File: src/rtl/fwd_hazard_unit.sv
// Operand forwarding selects and load-use stall control
// with a saturating stall-cycle statistics counter.
module fwd_hazard_unit #(
  parameter int REG_AW      = 3,
  parameter int NUM_FWD     = 2,
  parameter int LOAD_LAT    = 1,
  parameter int ZERO_REG_EN = 0
) (
  input  logic                        clk,
  input  logic                        rst_n,
  input  logic [REG_AW-1:0]           ex_rs,
  input  logic [REG_AW-1:0]           ex_rt,
  input  logic                        ex_uses_imm,
  input  logic [NUM_FWD*REG_AW-1:0]   stg_rd,
  input  logic [NUM_FWD-1:0]          stg_we,
  input  logic                        id_valid,
  input  logic [REG_AW-1:0]           id_rs,
  input  logic [REG_AW-1:0]           id_rt,
  input  logic                        id_uses_rt,
  input  logic                        ex_is_load,
  input  logic                        ex_we,
  input  logic [REG_AW-1:0]           ex_rd,
  input  logic                        flush,
  input  logic                        stat_clr,
  output logic [$clog2(NUM_FWD+2)-1:0] alu_src1,
  output logic [$clog2(NUM_FWD+2)-1:0] alu_src2,
  output logic [$clog2(NUM_FWD+2)-1:0] mem_wr_sel,
  output logic                        stall,
  output logic [15:0]                 stall_cnt
);

  localparam int SEL_W = $clog2(NUM_FWD+2);
  localparam int CW    = $clog2(LOAD_LAT+1);

  typedef enum logic {IDLE, STALL} state_t;

  state_t          state_q, state_d;
  logic [CW-1:0]   cnt_q, cnt_d;
  logic [15:0]     stall_cnt_q, stall_cnt_d;
  logic [SEL_W-1:0] rs_sel, rt_sel;
  logic            rs_zero, rt_zero, rd_zero;
  logic            hazard;

  assign rs_zero = (ZERO_REG_EN != 0) && (ex_rs == '0);
  assign rt_zero = (ZERO_REG_EN != 0) && (ex_rt == '0);
  assign rd_zero = (ZERO_REG_EN != 0) && (ex_rd == '0);

  // Scan oldest to newest so the nearest matching stage wins.
  always_comb begin
    rs_sel = '0;
    rt_sel = '0;
    for (int k = NUM_FWD-1; k >= 0; k--) begin
      if (stg_we[k] && stg_rd[k*REG_AW +: REG_AW] == ex_rs && !rs_zero)
        rs_sel = SEL_W'(k+1);
      if (stg_we[k] && stg_rd[k*REG_AW +: REG_AW] == ex_rt && !rt_zero)
        rt_sel = SEL_W'(k+1);
    end
  end

  assign alu_src1   = rs_sel;
  assign alu_src2   = ex_uses_imm ? SEL_W'(NUM_FWD+1) : rt_sel;
  assign mem_wr_sel = rt_sel;

  assign hazard = id_valid && ex_is_load && ex_we && !flush && !rd_zero &&
                  ((ex_rd == id_rs) || (id_uses_rt && ex_rd == id_rt));

  always_comb begin
    state_d = state_q;
    cnt_d   = cnt_q;
    stall   = 1'b0;
    unique case (state_q)
      IDLE: begin
        if (hazard) begin
          stall = 1'b1;
          if (LOAD_LAT > 1) begin
            state_d = STALL;
            cnt_d   = CW'(LOAD_LAT-1);
          end
        end
      end
      STALL: begin
        stall = 1'b1;
        cnt_d = cnt_q - CW'(1);
        if (cnt_q == CW'(1))
          state_d = IDLE;
      end
    endcase
    if (flush) begin
      state_d = IDLE;
      cnt_d   = '0;
      stall   = 1'b0;
    end
  end

  always_comb begin
    stall_cnt_d = stall_cnt_q;
    if (stat_clr)
      stall_cnt_d = '0;
    else if (stall && stall_cnt_q != 16'hFFFF)
      stall_cnt_d = stall_cnt_q + 16'd1;
  end

  always_ff @(posedge clk) begin
    if (!rst_n) begin
      state_q     <= IDLE;
      cnt_q       <= '0;
      stall_cnt_q <= '0;
    end else begin
      state_q     <= state_d;
      cnt_q       <= cnt_d;
      stall_cnt_q <= stall_cnt_d;
    end
  end

  assign stall_cnt = stall_cnt_q;

endmodule
File: config.mk
export PLATFORM = sky130hd
export DESIGN_NAME = fwd_hazard_unit
export DESIGN_NICKNAME = d
export VERILOG_FILES = /design/src/rtl/fwd_hazard_unit.sv
export SDC_FILE = /design/constraint.sdc
export NUM_CORES = 1
export LEC_CHECK = 0
export BUFFER_PORTS_ARGS = -buffer_cell sky130_fd_sc_hd__buf_2
export CORE_MARGIN = 5
export CORE_UTILIZATION = 46
export DETAILED_ROUTE_END_ITERATION = 10
export GPL_ROUTABILITY_DRIVEN = 0
export PLACE_DENSITY = 0.79
export RECOVER_POWER = 25
export SKIP_CTS_REPAIR_TIMING = 1
export SLEW_MARGIN = 20
export SYNTH_ARGS = -nofsm -noshare
export SYNTH_HDL_FRONTEND = slang
export SYNTH_SLANG_ARGS = --single-unit
File: constraint.sdc
create_clock -name clk -period 2.4 [get_ports clk]
set_input_delay 0.12 -clock clk [delete_from_list [all_inputs] [get_ports clk]]
set_output_delay 0.12 -clock clk [all_outputs]
set_load 0.005 [all_outputs]
==> results by group <==
Floorplanning
  – Die width: 60.8 um
  – Die height: 60.8 um
  – Core Area: 2480 um^2
  – Starting Density: 47.8%
  – Full die area: around 3700 um^2
  – Rows: 18
  – IO Pins: 55

Logic synthesis
  – Syn Inst Count: 147
  – Yosys top cell by area: dfxtp_1
  – Syn avg cell area: 8.06 um^2
  – Synth cell types: 38
  – Top post-synthesis cells by count: 18 x dfxtp_1, 16 x nand2_1, 12 x xnor2_1, 10 x a21oi_1, 10 x nor2_1
  – Synth warn: 0
  – Number of synthesized flops with an enable pin: 0
  – Synth Flop Type: dfxtp_1
  – Count leader, synth: dfxtp_1
  – Mapped cell area: between 1000 and 1500 um^2
  – Post-synth top area share: 30.4%
  – Synthesized net count: 180
  – Post-synthesis sequential area ratio: 30.4%
  – Post-synth ARST share: 0%
  – Dominant cells by area after synthesis: dfxtp_1 30%, xnor2_1 8.9%, xor2_1 5.2%
  – Yosys reg bits: 18

Routing
  – DRC Markers: 0
  – Detailed-route vias per instance: between 5 and 6
  – Routed wire length: ~3400 um
  – DR pass1 iterations: 4
  – DRT antenna net count: 0
  – Via count: between 1k and 1.5k
  – DRT iter0 DRCs: 46
  – Avg WL per Cell: 14.8 um

Clock tree
  – Latest clock arrival within the worst-skew pair: 0.30 ns
  – Reg clk slew, reported paths: 0.11 ns
  – CTS Sinks: 18
  – CTS root buf: clkbuf_4
  – Max H-tree Level: 1
  – Inserted Clock Buffers: 3
  – TritonCTS clock tree: built
  – Max clock buf depth: 2

Power and ir drop
  – Pwr Total: 0.000583 W
  – Pleak: between 0.6 and 0.7 nW
  – VDD IR max: 274 uV
  – Cell Pwr Density: 385 nW/um^2

Global routing
  – Initial antenna violation count: 0
  – Grt ovf: 0
  – Vias in the first global route: 1344
  – Global Route Usage Sum: 19.2%
  – Largest net degree at the start of global routing: 16
  – First-pass GRT wire length: 5490 um

Setup path
  – Req. time, crit path: 2.28 ns
  – Critical Path End Type: output pin
  – Max stage delay on crit path: 0.41 ns
  – Critical path launch point type: register
  – Crit Path Max Fanout: 15
  – R2r endpoint: stall_cnt[14]$_SDFFE_PP0P_
  – Path depth of the worst reg2reg path: 5
  – R2R Setup Slk: 0.43 ns
  – Crit path cell chain: a41oi_1 -> a21o_1 -> inv_1 -> buf_2
  – WS Path Type: register to output pin
  – Slowest stage cell, crit path: a21o_1
  – CP Buf/Inv Count: 2
  – CP top delay family: compound AO/OA/AOI/OAI gates
  – WP data arrival: about 1.9 ns
  – R2r startpoint: stall_cnt[0]$_SDFFE_PP0P_

Hold path
  – WHS Path Cells: 2
  – Min-Delay Path Class: input pin to register
  – Hold Startpoint: flush
  – Worst Hold Path EP: cnt_q$_SDFFE_PP0P_

Job
  – Max_cap viols: 0

Cells and area
  – Number of fill cells in the layout: around 210
  – Layout cells sized above 1: between 30% and 40%
  – NumNets Final: 236
  – Ant. Diodes: 0
  – Area added between synthesis and finish: 27.7%

STA
  – Fin crit share: 82.3%
  – Clk_skew: between 0.004 and 0.005 ns
  – Total negative slack: 0 ns
  – Worst slew pin tran: 0.640 ns
  – Max Freq: 506 MHz
  – Final setup vio count: 0
  – Slew Limit Fails: 0
  – Min cycle time layout: between 1.5 and 2 ns
  – RSZ-0062 raised after global routing: false
  – Final Hold Fails: 0
  – Slew HR: 57.2%

Place
  – HPWL after detailed placement: 2710 um
  – IO Port Bufs: 54

Outcome
  – Outcome: finished clean
==> power by group <==
| part | switching (W) | total, W | internal (W) |
|---|---|---|---|
| clock | 0.000102 | 0.000195 | 0.0000925 |
| sequential | 0.000000154 | 0.000299 | 0.000299 |
| combinational | 0.0000439 | 0.0000894 | 0.0000455 |
==> cells in the final DEF (no fill, tap or decap) <==
cell       netlist  final
a2111oi_0        1      1
nor4bb_1         1      1
dfxtp_1         18     18
clkbuf_4         0      3
buf_4            0      2
a21o_1           1      1
a31oi_1          3      3
nor2b_1          1      1
mux2i_1          2      2
xnor2_1         12     12
nor4_1           1      1
xor2_1           7      7
nand2b_1         4      4
nand3_1          7      7
nor3b_1          1      1
nand4b_1         1      1
clkbuf_1         3      3
and2_1           2      2
ha_1             1      1
inv_1            4      4
or3_2            1      1
o31ai_1          4      4
and3_1           2      2
or4_4            1      1
o21ai_0          2      2
o41ai_1          1      1
nor2_1          10     10
or4_1            5      5
nor3_1           4      4
a21oi_1         10     10
nand2_1         16     16
a41o_1           4      4
or2_2            2      2
a311oi_1         2      2
clkbuf_8         0      1
nand4_1          6      6
and4_1           2      2
a41oi_1          1      1
buf_2            1     51
a31o_2           2      2
==> layer usage <==
layer / up-vias / track usage (%) / wire [um]
met5: - / 0 / 0
met3: 4 / 3.62 / 341
met1: 639 / 20.9 / 1310
met4: 0 / 5.88 / 31
met2: 62 / 37.1 / 1760
li1: 664 / - / -
==> how the worst max path moves through the flow <==
| stage | startpoint | end | slack (ns) | cells past startpoint |
|---|---|---|---|---|
| after floorplan | ex_rd[1] | stall_cnt[10]$_SDFFE_PP0P_ | 0.56 | 6 |
| after global placement | ex_rd[1] | stall_cnt[7]$_SDFFE_PP0P_ | 0.34 | 6 |
| after detailed placement | ex_rd[1] | stall_cnt[7]$_SDFFE_PP0P_ | 0.31 | 6 |
| after CTS | state_q$_SDFF_PP0_ | stall | 0.45 | 4 |
| after global routing | state_q$_SDFF_PP0_ | stall | 0.27 | 4 |
| final | state_q$_SDFF_PP0_ | stall | 0.43 | 4 |
==> logic make-up (layout without fill, tap and decap cells) <==
group	Yosys count	after routing	share of synthesized area (%)
AOI/OAI and AO/OA	31	31	18.4
xor gates and xnor gates	19	19	14.0
adders and majority gates	1	1	1.06
buffers and inverters	9	64	3.59
DFF	18	18	30.4
muxes	2	2	1.69
and+or+nand+nor	67	67	30.8
==> per-stage QoR <==
stage          util, %  instances  setup WS (ns)  hold WS [ns]  cell area [um^2]
2_1_floorplan        -        147          0.556         0.196              1180
3_3_place_gp      59.7        228          0.341         0.356              1480
3_5_place_dp      59.7        228          0.305         0.371              1480
4_1_cts           61.2        232          0.454        0.0422              1520
5_1_grt           61.1        232          0.272        0.0449              1510
6_report          61.1        232          0.425        0.0431              1510
==> layout make-up <==
| class | count | area (um^2) | share of cell area (%) |
|---|---|---|---|
| multi-input cells | 120 | 782 | 51.7 |
| flip-flops and latches | 18 | 360 | 23.8 |
| well taps | 30 | 37.5 | 2.48 |
| inverters | 4 | 15.0 | 0.993 |
| clock buffers | 4 | 36.3 | 2.40 |
| repair buffers | 56 | 282 | 18.6 |
==> flip-flops by register name, summed over array words and instances, names as in the netlist <==
register / flops
state_q: 1
stall_cnt: 16
cnt_q: 1
Note: power is estimated with default switching activity, not from simulation.
